==> src/rtl/l15_arb_pkg.sv <==
// Shared types and L1.5 field widths for the two-requester L1.5 port arbiter.
package l15_arb_pkg;
  localparam int RQTYPE_W = 5;
  localparam int SIZE_W   = 3;
  localparam int ADDR_W   = 40;
  localparam int DATA_W   = 64;
  localparam int RTYPE_W  = 4;

  typedef enum logic [1:0] {S_IDLE, S_REQ, S_RESP} state_t;
  typedef enum logic {OWN_INSTR = 1'b0, OWN_MEM = 1'b1} owner_t;

  typedef struct packed {
    logic [RQTYPE_W-1:0] rqtype;
    logic [SIZE_W-1:0]   size;
    logic [ADDR_W-1:0]   address;
    logic [DATA_W-1:0]   data;
  } l15_req_t;

  typedef struct packed {
    logic [DATA_W-1:0]  data_0;
    logic [DATA_W-1:0]  data_1;
    logic [RTYPE_W-1:0] returntype;
  } l15_rsp_t;
endpackage

==> src/rtl/l15_port_arbiter_if.sv <==
// Requester-side and L1.5-port-side signals of the arbiter; slave is the arbiter's view.
interface l15_port_arbiter_if;
  import l15_arb_pkg::*;

  logic [RQTYPE_W-1:0] i_rqtype, m_rqtype;
  logic [SIZE_W-1:0]   i_size, m_size;
  logic [ADDR_W-1:0]   i_address, m_address;
  logic [DATA_W-1:0]   i_data, m_data;
  logic                i_val, m_val, i_req_ack, m_req_ack;

  logic                i_ack, m_ack, i_header_ack, m_header_ack, i_rsp_val, m_rsp_val;
  logic [DATA_W-1:0]   i_data_0, i_data_1, m_data_0, m_data_1;
  logic [RTYPE_W-1:0]  i_returntype, m_returntype;

  logic [RQTYPE_W-1:0] transducer_l15_rqtype;
  logic [SIZE_W-1:0]   transducer_l15_size;
  logic [ADDR_W-1:0]   transducer_l15_address;
  logic [DATA_W-1:0]   transducer_l15_data;
  logic                transducer_l15_val, transducer_l15_req_ack;

  logic                l15_transducer_ack, l15_transducer_header_ack, l15_transducer_val;
  logic [DATA_W-1:0]   l15_transducer_data_0, l15_transducer_data_1;
  logic [RTYPE_W-1:0]  l15_transducer_returntype;

  logic                grant_i, grant_m, busy, err_stray;

  modport slave (
    input  i_rqtype, m_rqtype, i_size, m_size, i_address, m_address, i_data, m_data,
           i_val, m_val, i_req_ack, m_req_ack,
           l15_transducer_ack, l15_transducer_header_ack, l15_transducer_val,
           l15_transducer_data_0, l15_transducer_data_1, l15_transducer_returntype,
    output i_ack, m_ack, i_header_ack, m_header_ack, i_rsp_val, m_rsp_val,
           i_data_0, i_data_1, m_data_0, m_data_1, i_returntype, m_returntype,
           transducer_l15_rqtype, transducer_l15_size, transducer_l15_address,
           transducer_l15_data, transducer_l15_val, transducer_l15_req_ack,
           grant_i, grant_m, busy, err_stray
  );

  modport master (
    output i_rqtype, m_rqtype, i_size, m_size, i_address, m_address, i_data, m_data,
           i_val, m_val, i_req_ack, m_req_ack,
           l15_transducer_ack, l15_transducer_header_ack, l15_transducer_val,
           l15_transducer_data_0, l15_transducer_data_1, l15_transducer_returntype,
    input  i_ack, m_ack, i_header_ack, m_header_ack, i_rsp_val, m_rsp_val,
           i_data_0, i_data_1, m_data_0, m_data_1, i_returntype, m_returntype,
           transducer_l15_rqtype, transducer_l15_size, transducer_l15_address,
           transducer_l15_data, transducer_l15_val, transducer_l15_req_ack,
           grant_i, grant_m, busy, err_stray
  );
endinterface

==> src/rtl/l15_arb_pick.sv <==
// Two-way round-robin pick: MEM wins a tie unless it won the previous grant.
module l15_arb_pick
  import l15_arb_pkg::*;
(
  input  logic   i_val,
  input  logic   m_val,
  input  owner_t last_grant,
  output owner_t grant
);
  always_comb begin
    grant = OWN_INSTR;
    if (m_val && (!i_val || last_grant != OWN_MEM)) grant = OWN_MEM;
  end
endmodule

==> src/rtl/l15_port_arbiter.sv <==
// Shares one L1.5 transducer port between the instruction-fetch and data-memory requesters.
module l15_port_arbiter
  import l15_arb_pkg::*;
(
  input  logic clk,
  input  logic nrst,
  l15_port_arbiter_if.slave bus
);
  state_t   state, state_nxt;
  owner_t   owner, last_grant, pick_gnt;
  logic     err_stray_q;
  logic     own_i, own_m, own_val, own_req_ack, any_val;
  logic     ack_r, hdr_r, rsp_r, fields_en, port_val, port_req_ack, stray;
  l15_req_t req_i, req_m, req_o;
  l15_rsp_t rsp_in, rsp_o;

  l15_arb_pick u_pick (
    .i_val      (bus.i_val),
    .m_val      (bus.m_val),
    .last_grant (last_grant),
    .grant      (pick_gnt)
  );

  assign any_val     = bus.i_val | bus.m_val;
  assign own_i       = (owner == OWN_INSTR);
  assign own_m       = (owner == OWN_MEM);
  assign own_val     = own_m ? bus.m_val : bus.i_val;
  assign own_req_ack = own_m ? bus.m_req_ack : bus.i_req_ack;

  assign req_i  = '{bus.i_rqtype, bus.i_size, bus.i_address, bus.i_data};
  assign req_m  = '{bus.m_rqtype, bus.m_size, bus.m_address, bus.m_data};
  assign rsp_in = '{bus.l15_transducer_data_0, bus.l15_transducer_data_1,
                    bus.l15_transducer_returntype};

  always_comb begin
    state_nxt    = state;
    ack_r        = 1'b0;
    hdr_r        = 1'b0;
    rsp_r        = 1'b0;
    fields_en    = 1'b0;
    port_val     = 1'b0;
    port_req_ack = 1'b0;
    stray        = 1'b0;
    case (state)
      S_IDLE: begin
        if (any_val) state_nxt = S_REQ;
        stray = bus.l15_transducer_val;
      end
      S_REQ: begin
        fields_en = 1'b1;
        port_val  = own_val;
        if (!own_val) begin
          // Abort: requester withdrew, nothing is routed back to it.
          state_nxt = S_IDLE;
          stray     = bus.l15_transducer_val;
        end else begin
          hdr_r = bus.l15_transducer_header_ack;
          if (bus.l15_transducer_ack) begin
            ack_r     = 1'b1;
            state_nxt = S_RESP;
            if (bus.l15_transducer_val) begin
              rsp_r        = 1'b1;
              port_req_ack = own_req_ack;
              if (own_req_ack) state_nxt = S_IDLE;
            end
          end else begin
            stray = bus.l15_transducer_val;
          end
        end
      end
      S_RESP: begin
        fields_en    = 1'b1;
        rsp_r        = 1'b1;
        port_req_ack = own_req_ack;
        if (bus.l15_transducer_val && own_req_ack) state_nxt = S_IDLE;
      end
      default: state_nxt = S_IDLE;
    endcase
    // A response nobody asked for is drained so the port does not stall.
    if (stray) port_req_ack = 1'b1;
  end

  always_ff @(posedge clk or negedge nrst) begin
    if (!nrst) begin
      state       <= S_IDLE;
      owner       <= OWN_INSTR;
      last_grant  <= OWN_INSTR;
      err_stray_q <= 1'b0;
    end else begin
      state       <= state_nxt;
      err_stray_q <= err_stray_q | stray;
      if (state == S_IDLE && any_val) begin
        owner      <= pick_gnt;
        last_grant <= pick_gnt;
      end
    end
  end

  assign req_o = fields_en ? (own_m ? req_m : req_i) : '0;
  assign rsp_o = rsp_r ? rsp_in : '0;

  assign bus.transducer_l15_rqtype  = req_o.rqtype;
  assign bus.transducer_l15_size    = req_o.size;
  assign bus.transducer_l15_address = req_o.address;
  assign bus.transducer_l15_data    = req_o.data;
  assign bus.transducer_l15_val     = port_val;
  // Gated by nrst so a response arriving during reset is not drained.
  assign bus.transducer_l15_req_ack = port_req_ack & nrst;

  assign bus.i_ack        = own_i & ack_r;
  assign bus.m_ack        = own_m & ack_r;
  assign bus.i_header_ack = own_i & hdr_r;
  assign bus.m_header_ack = own_m & hdr_r;
  assign bus.i_rsp_val    = own_i & rsp_r & bus.l15_transducer_val;
  assign bus.m_rsp_val    = own_m & rsp_r & bus.l15_transducer_val;
  assign bus.i_data_0     = own_i ? rsp_o.data_0 : '0;
  assign bus.i_data_1     = own_i ? rsp_o.data_1 : '0;
  assign bus.i_returntype = own_i ? rsp_o.returntype : '0;
  assign bus.m_data_0     = own_m ? rsp_o.data_0 : '0;
  assign bus.m_data_1     = own_m ? rsp_o.data_1 : '0;
  assign bus.m_returntype = own_m ? rsp_o.returntype : '0;

  assign bus.busy      = (state != S_IDLE);
  assign bus.grant_i   = bus.busy & own_i;
  assign bus.grant_m   = bus.busy & own_m;
  assign bus.err_stray = err_stray_q;
endmodule

==> src/flat_wrapper.sv <==
// flat-port wrapper written by rule: the top's interface ports become plain ports
module l15_port_arbiter_flat import l15_arb_pkg::*;
  (clk, nrst, bus_i_rqtype, bus_m_rqtype, bus_i_size, bus_m_size, bus_i_address, bus_m_address, bus_i_data, bus_m_data, bus_i_val, bus_m_val, bus_i_req_ack, bus_m_req_ack, bus_l15_transducer_ack, bus_l15_transducer_header_ack, bus_l15_transducer_val, bus_l15_transducer_data_0, bus_l15_transducer_data_1, bus_l15_transducer_returntype, bus_i_ack, bus_m_ack, bus_i_header_ack, bus_m_header_ack, bus_i_rsp_val, bus_m_rsp_val, bus_i_data_0, bus_i_data_1, bus_m_data_0, bus_m_data_1, bus_i_returntype, bus_m_returntype, bus_transducer_l15_rqtype, bus_transducer_l15_size, bus_transducer_l15_address, bus_transducer_l15_data, bus_transducer_l15_val, bus_transducer_l15_req_ack, bus_grant_i, bus_grant_m, bus_busy, bus_err_stray);
  l15_port_arbiter_if bus_i ();
  input  logic clk;
  input  logic nrst;
  input wire logic [$bits(bus_i.i_rqtype)-1:0] bus_i_rqtype;
  input wire logic [$bits(bus_i.m_rqtype)-1:0] bus_m_rqtype;
  input wire logic [$bits(bus_i.i_size)-1:0] bus_i_size;
  input wire logic [$bits(bus_i.m_size)-1:0] bus_m_size;
  input wire logic [$bits(bus_i.i_address)-1:0] bus_i_address;
  input wire logic [$bits(bus_i.m_address)-1:0] bus_m_address;
  input wire logic [$bits(bus_i.i_data)-1:0] bus_i_data;
  input wire logic [$bits(bus_i.m_data)-1:0] bus_m_data;
  input wire logic [$bits(bus_i.i_val)-1:0] bus_i_val;
  input wire logic [$bits(bus_i.m_val)-1:0] bus_m_val;
  input wire logic [$bits(bus_i.i_req_ack)-1:0] bus_i_req_ack;
  input wire logic [$bits(bus_i.m_req_ack)-1:0] bus_m_req_ack;
  input wire logic [$bits(bus_i.l15_transducer_ack)-1:0] bus_l15_transducer_ack;
  input wire logic [$bits(bus_i.l15_transducer_header_ack)-1:0] bus_l15_transducer_header_ack;
  input wire logic [$bits(bus_i.l15_transducer_val)-1:0] bus_l15_transducer_val;
  input wire logic [$bits(bus_i.l15_transducer_data_0)-1:0] bus_l15_transducer_data_0;
  input wire logic [$bits(bus_i.l15_transducer_data_1)-1:0] bus_l15_transducer_data_1;
  input wire logic [$bits(bus_i.l15_transducer_returntype)-1:0] bus_l15_transducer_returntype;
  output wire logic [$bits(bus_i.i_ack)-1:0] bus_i_ack;
  output wire logic [$bits(bus_i.m_ack)-1:0] bus_m_ack;
  output wire logic [$bits(bus_i.i_header_ack)-1:0] bus_i_header_ack;
  output wire logic [$bits(bus_i.m_header_ack)-1:0] bus_m_header_ack;
  output wire logic [$bits(bus_i.i_rsp_val)-1:0] bus_i_rsp_val;
  output wire logic [$bits(bus_i.m_rsp_val)-1:0] bus_m_rsp_val;
  output wire logic [$bits(bus_i.i_data_0)-1:0] bus_i_data_0;
  output wire logic [$bits(bus_i.i_data_1)-1:0] bus_i_data_1;
  output wire logic [$bits(bus_i.m_data_0)-1:0] bus_m_data_0;
  output wire logic [$bits(bus_i.m_data_1)-1:0] bus_m_data_1;
  output wire logic [$bits(bus_i.i_returntype)-1:0] bus_i_returntype;
  output wire logic [$bits(bus_i.m_returntype)-1:0] bus_m_returntype;
  output wire logic [$bits(bus_i.transducer_l15_rqtype)-1:0] bus_transducer_l15_rqtype;
  output wire logic [$bits(bus_i.transducer_l15_size)-1:0] bus_transducer_l15_size;
  output wire logic [$bits(bus_i.transducer_l15_address)-1:0] bus_transducer_l15_address;
  output wire logic [$bits(bus_i.transducer_l15_data)-1:0] bus_transducer_l15_data;
  output wire logic [$bits(bus_i.transducer_l15_val)-1:0] bus_transducer_l15_val;
  output wire logic [$bits(bus_i.transducer_l15_req_ack)-1:0] bus_transducer_l15_req_ack;
  output wire logic [$bits(bus_i.grant_i)-1:0] bus_grant_i;
  output wire logic [$bits(bus_i.grant_m)-1:0] bus_grant_m;
  output wire logic [$bits(bus_i.busy)-1:0] bus_busy;
  output wire logic [$bits(bus_i.err_stray)-1:0] bus_err_stray;
  assign bus_i.i_rqtype = bus_i_rqtype;
  assign bus_i.m_rqtype = bus_m_rqtype;
  assign bus_i.i_size = bus_i_size;
  assign bus_i.m_size = bus_m_size;
  assign bus_i.i_address = bus_i_address;
  assign bus_i.m_address = bus_m_address;
  assign bus_i.i_data = bus_i_data;
  assign bus_i.m_data = bus_m_data;
  assign bus_i.i_val = bus_i_val;
  assign bus_i.m_val = bus_m_val;
  assign bus_i.i_req_ack = bus_i_req_ack;
  assign bus_i.m_req_ack = bus_m_req_ack;
  assign bus_i.l15_transducer_ack = bus_l15_transducer_ack;
  assign bus_i.l15_transducer_header_ack = bus_l15_transducer_header_ack;
  assign bus_i.l15_transducer_val = bus_l15_transducer_val;
  assign bus_i.l15_transducer_data_0 = bus_l15_transducer_data_0;
  assign bus_i.l15_transducer_data_1 = bus_l15_transducer_data_1;
  assign bus_i.l15_transducer_returntype = bus_l15_transducer_returntype;
  assign bus_i_ack = bus_i.i_ack;
  assign bus_m_ack = bus_i.m_ack;
  assign bus_i_header_ack = bus_i.i_header_ack;
  assign bus_m_header_ack = bus_i.m_header_ack;
  assign bus_i_rsp_val = bus_i.i_rsp_val;
  assign bus_m_rsp_val = bus_i.m_rsp_val;
  assign bus_i_data_0 = bus_i.i_data_0;
  assign bus_i_data_1 = bus_i.i_data_1;
  assign bus_m_data_0 = bus_i.m_data_0;
  assign bus_m_data_1 = bus_i.m_data_1;
  assign bus_i_returntype = bus_i.i_returntype;
  assign bus_m_returntype = bus_i.m_returntype;
  assign bus_transducer_l15_rqtype = bus_i.transducer_l15_rqtype;
  assign bus_transducer_l15_size = bus_i.transducer_l15_size;
  assign bus_transducer_l15_address = bus_i.transducer_l15_address;
  assign bus_transducer_l15_data = bus_i.transducer_l15_data;
  assign bus_transducer_l15_val = bus_i.transducer_l15_val;
  assign bus_transducer_l15_req_ack = bus_i.transducer_l15_req_ack;
  assign bus_grant_i = bus_i.grant_i;
  assign bus_grant_m = bus_i.grant_m;
  assign bus_busy = bus_i.busy;
  assign bus_err_stray = bus_i.err_stray;
  l15_port_arbiter u_core (.clk(clk), .nrst(nrst), .bus(bus_i));
endmodule
==> config.mk <==
export PLATFORM = sky130hd
export DESIGN_NAME = l15_port_arbiter_flat
export DESIGN_NICKNAME = d
export VERILOG_FILES = /design/src/rtl/l15_arb_pkg.sv /design/src/rtl/l15_port_arbiter_if.sv /design/src/rtl/l15_arb_pick.sv /design/src/rtl/l15_port_arbiter.sv /design/src/flat_wrapper.sv
export SDC_FILE = /design/constraint.sdc
export NUM_CORES = 1
export LEC_CHECK = 0
export CORE_AREA = 3 3 289 291
export CTS_CLUSTER_DIAMETER = 40
export DETAILED_ROUTE_END_ITERATION = 7
export DIE_AREA = 0 0 292 294
export MAX_ROUTING_LAYER = met4
export SLEW_MARGIN = 20
export SYNTH_ARGS = -nofsm -noshare
export SYNTH_HDL_FRONTEND = slang
export SYNTH_SLANG_ARGS = --single-unit
==> constraint.sdc <==
create_clock -name clk -period 2.45 [get_ports clk]
set_input_delay 0.6125 -clock clk [delete_from_list [all_inputs] [get_ports clk]]
set_output_delay 0.6125 -clock clk [all_outputs]
set_load 0.03 [all_outputs]
# Word level (Yosys, flattened, before mapping)
# Index checks and enable logic that the tools add are counted.
dict set report word_totals {
  reg_bits 4
  in_bits 365
}
dict set report classes {
  eq_ne 5
  n_mux 38
  bitwise 14
  reduce_logical 9
}
# cell count
set ops {}
lappend ops {{64-bit 2-to-1 mux} 4}
lappend ops {{112-bit 2-to-1 mux} 2}
lappend ops {{132-bit 2-to-1 mux} 1}
lappend ops {{1-bit 2-to-1 mux} 19}
lappend ops {{2-bit 2-to-1 mux} 6}
lappend ops {{1-bit AND} 11}
lappend ops {{4-bit 2-to-1 mux} 2}
lappend ops {{1-bit one-hot mux with 2 select lines} 3}
lappend ops {{2-bit one-hot mux with 3 select lines} 1}
lappend ops {{2-bit by 1-bit != test with 1-bit output, second input constant} 2}
lappend ops {{1-bit logical AND} 3}
lappend ops {{3-bit != test, second input constant} 1}
lappend ops {{3-bit AND reduction} 1}
lappend ops {{2-bit by 1-bit equality test with 1-bit output, second input constant} 1}
lappend ops {{2-bit equality test, second input constant} 1}
lappend ops {{2-bit zero test} 1}
lappend ops {{1-bit bitwise OR} 2}
lappend ops {{2-bit nonzero test} 1}
lappend ops {{2-bit OR reduction} 1}
lappend ops {{1-bit zero test} 1}
lappend ops {{1-bit logical OR} 1}
lappend ops {{1-bit inverter} 1}

# Longest topological paths before layout
# Gate-level depths: netlist (run 1).
dict set report depth {
  depth_word 7
  ltp_mapped 8
}

# By module
# A second synthesis (run 1) with hierarchy kept.
dict set report unflattened {
  hier_cells 738
  area_unflattened_um2 4073.9
}
# mod n_inst cells_per_inst area_each_um2 seq_area_each_um2
set by_module_without_submodules {}
lappend by_module_without_submodules {l15_port_arbiter 1 737 4062.6 100.1}
lappend by_module_without_submodules {l15_arb_pick 1 1 11.3 0.0}

# Worst setup path before layout (run 1)
# No wires, ideal clock.
dict set report synth_timing {
  kind {input -> output}
  startpoint {in bus_i_val}
  endpoint {out bus_m_data_0[0]}
  t_arrival_ns 1.927
  required_ns 1.837
  setup_slack_ns -0.090
  stages 7
  n_path_buf 3
  path_cell_list {mux2_4 a41o_1 and3_1 buf_6 buf_6 buf_6 and2_1}
}
dict set report synth_between {
  elab_chain_cells 5
}
# item line_no
set synth_rtl {}
lappend synth_rtl {{start, declared} flat_wrapper.sv:15} ;# input wire logic [$bits(bus_i.i_val)-1:0] bus_i_val;
lappend synth_rtl {{1-bit 2-to-1 mux} l15_port_arbiter.sv:27} ;# assign own_val = own_m ? bus.m_val : bus.i_val;
lappend synth_rtl {{1-bit 2-to-1 mux} l15_port_arbiter.sv:52} ;# if (!own_val) begin
lappend synth_rtl {{1-bit one-hot mux with 2 select lines} l15_port_arbiter.sv:44} ;# case (state)
lappend synth_rtl {{132-bit 2-to-1 mux} l15_port_arbiter.sv:100} ;# assign rsp_o = rsp_r ? rsp_in : '0;
lappend synth_rtl {{64-bit 2-to-1 mux} l15_port_arbiter.sv:119} ;# assign bus.m_data_0 = own_m ? rsp_o.data_0 : '0;
lappend synth_rtl {{end, declared} flat_wrapper.sv:33} ;# output wire logic [$bits(bus_i.m_data_0)-1:0] bus_m_data_0;
# Every way passes these cells.

# Worst setup path in the final report (run 1)
dict set report layout_timing {
  startpoint {in bus_m_val}
  endpoint {out bus_i_data_0[59]}
}
dict set report layout_between {
  elab_chain_cells 5
}
# item line_no
set layout_rtl {}
lappend layout_rtl {{start, declared} flat_wrapper.sv:16} ;# input wire logic [$bits(bus_i.m_val)-1:0] bus_m_val;
lappend layout_rtl {{1-bit 2-to-1 mux} l15_port_arbiter.sv:27}
lappend layout_rtl {{1-bit 2-to-1 mux} l15_port_arbiter.sv:52}
lappend layout_rtl {{1-bit one-hot mux with 2 select lines} l15_port_arbiter.sv:44}
lappend layout_rtl {{132-bit 2-to-1 mux} l15_port_arbiter.sv:100}
lappend layout_rtl {{64-bit 2-to-1 mux} l15_port_arbiter.sv:116} ;# assign bus.i_data_0 = own_i ? rsp_o.data_0 : '0;
lappend layout_rtl {{end, declared} flat_wrapper.sv:31} ;# output wire logic [$bits(bus_i.i_data_0)-1:0] bus_i_data_0;
# Every way passes these cells.

==> impl_results.md, run 1 <==
* Post-synth top area cell: and2_1
* Startpoint types: input port
* CTS buffer count at 3
* Ys async rst share at 100%
* Global-route wire length before repair at 86.3 mm
* Port Buf Inserts at 752
* Layout cell share with drive strength beyond 1 at 57.6%
* Final setup fails at 270
* Slew headroom at 67.3%
* Clk root buf: clkbuf_16
* Max-slew violations at 0
* Maxcap violations at 0
* Crit-path max FO at 12
* Drt first pass iters at 4
* Synth top area cells: and2_1 40%, mux2i_1 27%, nor2b_1 17%
* Hold Path Class: reg -> reg
* Crit. End Element: primary output
* Most frequent cells in the layout: 361 x clkdlybuf4s50_1, 311 x buf_12, 209 x and2_4
* Violations in the final reports: setup timing
* Post-CTS Hold Fix Bufs at 0
* Post-synth cell types at 26
* Unrepaired setup endpoints after global routing: true
* Die extent in y at 294 µm
* Clock Sinks at 4
* Arrival time of the worst setup path at 2.12 ns
* CP Class: in -> out
* CTS Buffer Depth at 2
* DRT iter0 DRCs at 208
* Synth Register Bits at 4
* Syn avg cell area at 7.15 µm²
* Setup WS pre-CTS at -0.860 ns
* LEAKAGE at 7.29 nW
* Worst-Margin Slew at 0.489 ns
* Final Util at 21.8%
* Outcome: finished with violations
* Number of synthesized flops with an enable pin at 0
* Routed Antenna Nets at 0
* Post-DP Area at 0.0161 mm²
* Post-DP HPWL at 66.6 mm
* CTS tree: built
* Die ar. at 0.0858 mm²
* Layout Area Growth over Synthesis at 320%
* DRC at 0
* Worst Skew at 0.00343 ns
* Row count at 104
* Core ar. at 0.0808 mm²
* Area occupied by multi-input gates at 0.00455 mm²
* Nets@finish at 1716
* Synth Instances at 587
* Clk slew on worst S/H paths at 0.03 ns
* Routed WL at 74.6 mm
* Final Hold Viols at 0
* Fmax at 0.367 GHz
* Grt total ovfl at 0
* IR drop worst, VDD at 548 µV
* Initial Util at 5.20%
* Vias/cell at 2.99
* Vias in the first global route at 7253
* Worst skew pair latency at 0.23 ns
* Overall routing resource usage at 16.2%
* Final Cell Area at 0.0176 mm²
* Sequential area share after synthesis at 2.38%
* Setup ws final at -0.278 ns
* Routability-driven placement congestion ratio at 0.810
* Die Span X at 292 µm
* Synth warn at 0
* Required @ worst endpoint at 1.84 ns
* Most used flip-flop cell after synthesis: dfrtp_1
* Tmin final at 2.73 ns
* Largest net degree at the start of global routing at 114
* Mean routed wirelength per cell at 30.5 µm
* Fin crit share at 111%
* Register area at 104 µm²
* Fillcell total at 8676
* Synth top area share at 39.6%
* Mapped cell area at 0.00420 mm²
* Commonest non-fill, non-tap cell in the layout: clkdlybuf4s50_1
* PwrDens at 851 mW/mm²
* Syn_nets at 955
* Num ports at 753
* Via count at 7304
* Number of H-tree levels at 1
* Initial antenna violation count at 52
## repair_timing
action,CTS,global route
setup buffers,2,3
pin swaps,21,4
resized for setup,148,228
gates cloned,3,16
endpoints found under the setup margin,374,376
## through the flow
stage / hold slack (ns) / power (W) / std cells / TNS (ns)
2_1_floorplan: 0.317 / 0.00571 / 587 / -7.24
3_3_place_gp: 0.488 / 0.0136 / 2380 / -187.08
3_5_place_dp: 0.521 / 0.0136 / 2380 / -186.35
4_1_cts: 0.540 / 0.0141 / 2389 / -81.22
5_1_grt: 0.547 / 0.0156 / 2444 / -67.54
6_report: 0.530 / 0.0150 / 2444 / -51.95
## flip-flops by register name (all words and copies together) (netlist names)
| name | cells |
|---|---|
| u_core.state | 2 |
| u_core.own_m | 1 |
| u_core.bus.err_stray | 1 |
## cells in the mapped netlist, types with 3 or more instances
master,instances
and2_1,266
and3_1,3
a31oi_1,3
buf_6,19
o21ai_0,3
nor2b_1,114
ha_1,3
inv_1,5
buf_2,10
mux2i_1,112
clkbuf_1,27
a21oi_1,3
dfrtp_1,4
## final timing paths
kind | depth (start not counted) | from | slack [ns] | endpoint
setup reg to reg | 5 | u_core.own_m$_DFFE_PN0P_ | 0.69 | u_core.state[1]$_DFFE_PN0P_
hold reg to reg | 1 | u_core.bus.err_stray$_DFF_PN0_ | 0.53 | u_core.bus.err_stray$_DFF_PN0_
setup / recovery | 8 | bus_m_val | -0.28 | bus_i_data_0[59]
max in group asynchronous | 2 | nrst | 1.65 | u_core.own_m$_DFFE_PN0P_
hold / removal | 1 | u_core.bus.err_stray$_DFF_PN0_ | 0.53 | u_core.bus.err_stray$_DFF_PN0_
min in group asynchronous | 2 | nrst | 0.68 | u_core.state[0]$_DFFE_PN0P_
## worst max-delay path, cell delays in order
cell     delay [ns]
buf_4          0.13
mux2_4         0.26
a41o_1         0.21
and3b_4        0.20
buf_12         0.16
buf_16         0.16
and2_2         0.22
buf_12         0.14
## cells by family after synthesis
| family | synth area share (%) |
|---|---|
| buffers and inverters | 9.15 |
| AOI/OAI and AO/OA | 2.18 |
| DFF | 2.38 |
| muxes | 27.3 |
| adders and majority gates | 0.894 |
| and+or+nand+nor | 58.1 |
## power breakdown
group          internal (W)  switching, W
clock network      0.000216     0.0000575
registers         0.0000939     0.0000141
logic               0.00728       0.00734
## layout make-up
| cell class | count | area share [%] |
|---|---|---|
| multi-input combinational | 522 | 25.8 |
| timing repair buffer | 812 | 65.0 |
| sequential | 4 | 0.589 |
| antenna | 37 | 0.525 |
| inverter | 5 | 0.106 |
| clock buffer | 4 | 0.447 |
| tap | 1060 | 7.52 |
## routing by layer
metal / part of all wire [%] / track usage (%)
met5: 0 / -
met4: 0.88 / 1.04
met3: 11 / 7.16
met2: 52 / 29.7
met1: 36 / 16.7
No activity file was read; power rests on OpenSTA's default activity.
==> inputs of run 2 (changes only) <==
Settings changed: CORE_AREA 3 3 289 291 to 3 3 292 294, CTS_CLUSTER_DIAMETER 40 to unset, DIE_AREA 0 0 292 294 to 0 0 295 297.
Clock period 2.45 ns to 3.1 ns, I/O delays scaled along.
==> run 2 against run 1 <==
Compared with the run above: the flow still finishes with violations (setup timing); sequential share of layout area hardly changed; combinational power is 30% lower; die area is 2.1% higher; flip-flop and latch count stayed put; critical endpoint is now bus_m_data_1[57].
==> impl_results.md, run 2 (synthesis results as in run 1) <==
* Routed Antenna Nets at 0 (unchanged)
* Crit. End Element: primary output
* Largest Register: u_core.state
* Clk slew on worst S/H paths at 0.03 ns (about the same)
* DRC at 0 (unchanged)
* Crit-path most repeated cell: buf_12
* Outcome: finished with violations
* Die extent in y at 297 µm (+1.0%)
* Crit-path max FO at 36 (+24)
* DRT iter0 DRCs at 243 (+17%)
* Setup ws final at -0.0453 ns (+0.233 ns)
* Arrival time of the worst setup path at 2.37 ns (+0.25 ns)
* Clk root buf: clkbuf_16
* Worst hold slack at 0.487 ns (-0.0434 ns)
* Number of H-tree levels at 1 (unchanged)
* CTS tree: built
* Slew headroom at 68.0% (+0.65 points)
* Final Util at 19.9% (-1.9 points)
* Worst Skew at 0.00256 ns (-0.000870 ns)
* Commonest non-fill, non-tap cell in the layout: clkdlybuf4s50_1
* Port Buf Inserts at 752 (unchanged)
* Unrepaired setup endpoints after global routing: true
* IR drop worst, VDD at 554 µV (+1.2%)
* Die Span X at 295 µm (+1.0%)
* Initial antenna violation count at 83 (+60%)
* Violations in the final reports: setup timing
* Max reg flops at 2 (unchanged)
* Setup WS pre-CTS at -0.354 ns (+0.506 ns)
* Vias in the first global route at 7112 (-1.9%)
* Hold Path Class: reg -> reg
* Overall routing resource usage at 15.7% (-0.55 points)
* Post-Place Cells at 2397 (+0.71%)
* Clock Sinks at 4 (unchanged)
* Most frequent cells in the layout: 386 x clkdlybuf4s50_1, 294 x buf_12, 175 x and2_1
* Final Instance Count excl. Fillers at 2470 (+1.1%)
* PwrDens at 635 mW/mm² (-25%)
* Final setup fails at 67 (-75%)
* Via count at 7261 (-0.59%)
* Layout Area Growth over Synthesis at 294%
* Num ports at 753 (unchanged)
* Maxcap violations at 0 (unchanged)
* Startpoint types: input port
* Grt total ovfl at 0 (unchanged)
* Initial Util at 5.05% (-0.15 points)
* Max stage delay on crit path at 0.27 ns (about the same)
* Routed WL at 71.5 mm (-4.2%)
* Tmin final at 3.15 ns
* Largest net degree at the start of global routing at 61 (-46%)
* Max-slew violations at 0 (unchanged)
* Final Hold Viols at 0 (unchanged)
* Required @ worst endpoint at 2.32 ns (+0.48 ns)
* Fin crit share at 101%
* Nets@finish at 1709 (-0.41%)
* Vias/cell at 2.94 (-1.6%)
* Die ar. at 0.0876 mm² (+2.1%)
* Post-DP HPWL at 66.6 mm (about the same)
* Routability-driven placement congestion ratio at 0.829 (+2.4%)
* Slowest stage cell, crit path: mux2_4
* LEAKAGE at 6.79 nW (-6.8%)
* Crit path cell chain: buf_6 > mux2_4 > a41o_1 > buf_6 > and3_4 > buf_12 > buf_12 > and2_1 > buf_12
* Core ar. at 0.0832 mm² (+2.9%)
* Post-CTS Hold Fix Bufs at 0 (unchanged)
* Worst-Margin Slew at 0.467 ns (-0.0215 ns)
* CTS buffer count at 3 (unchanged)
* Fmax at 0.318 GHz
* Layout cell share with drive strength beyond 1 at 38.7% (-19 points)
* Mean routed wirelength per cell at 28.9 µm (-5.2%)
* Drt first pass iters at 4 (unchanged)
* Row count at 106 (+1.9%)
* CTS Buffer Depth at 2 (unchanged)
* CP Class: in -> out
* Global-route wire length before repair at 85.3 mm (-1.0%)
* Worst skew pair latency at 0.23 ns (about the same)
==> run 2: changes by cell type in the layout (fill, tap and decap cells not counted), moves of 6 or more <==
cell and delta:
mux2i_2 -9, and2_1 +136, nor2b_2 -74, diode_2 +13, mux2i_1 +9, nor2b_4 -6, buf_6 -53, and2_4 -118
and2_2 -18, buf_4 +46, nor2b_1 +80, clkdlybuf4s50_1 +25, buf_12 -17
==> run 2: what timing repair did <==
item                       in CTS  in global routing
pin swaps                       1                 12
gates resized for setup        34                 86
setup endpoints to repair     266                237
gates cloned                    3                  8
buffers inserted                2                  6
==> run 2: final timing paths <==
path / startpoint / endpoint / slack (ns) / cells after the start
worst max-delay path: bus_i_val / bus_m_data_1[57] / -0.05 / 9
worst min-delay path: u_core.bus.err_stray$_DFF_PN0_ / u_core.bus.err_stray$_DFF_PN0_ / 0.49 / 1
worst max register to register: u_core.own_m$_DFFE_PN0P_ / u_core.state[0]$_DFFE_PN0P_ / 1.09 / 8
worst min register to register: u_core.bus.err_stray$_DFF_PN0_ / u_core.bus.err_stray$_DFF_PN0_ / 0.49 / 1
max in group asynchronous: nrst / u_core.own_m$_DFFE_PN0P_ / 2.10 / 1
min in group asynchronous: nrst / u_core.own_m$_DFFE_PN0P_ / 0.78 / 1
==> run 2: through the flow <==
stage / power (W) / instance area (µm²) / setup TNS, ns
4_1_cts: 0.0105 / 16000 / -1.41
3_5_place_dp: 0.0102 / 15800 / -71.09
5_1_grt: 0.0109 / 16600 / -5.09
3_3_place_gp: 0.0102 / 15800 / -66.56
2_1_floorplan: 0.00447 / 4200 / 0
6_report: 0.0105 / 16600 / -1.25
==> run 2: power by group <==
| group | total (W) | internal (W) | leakage (nW) | switching, W |
|---|---|---|---|---|
| logic | 0.0102 | 0.00493 | 6.71 | 0.00527 |
| clock network | 0.000210 | 0.000170 | 0.0385 | 0.0000397 |
| registers | 0.000105 | 0.0000746 | 0.0446 | 0.0000301 |
==> run 2: cell type report <==
type / instances / area [µm²]
Sequential cell: 4 / 104
Multi-Input combinational cell: 522 / 3960
Tap cell: 1080 / 1350
Fill cell: 9097 / 66600
Antenna cell: 50 / 125
Timing Repair Buffer: 805 / 10900
Inverter: 5 / 18.8
Clock buffer: 4 / 78.8
==> run 2: critical path: cells and delay by family <==
| family | cells | cell delay (ns) |
|---|---|---|
| and+or+nand+nor | 2 | 0.41 |
| AOI/OAI and AO/OA | 1 | 0.21 |
| buffers and inverters | 5 | 0.67 |
| muxes | 1 | 0.27 |
==> run 2: routing by layer <==
layer	track usage, %	part of all wire (%)
met1	16.2	36
met2	27.1	49
met3	8.79	15
met4	0.677	0.69
met5	-	0
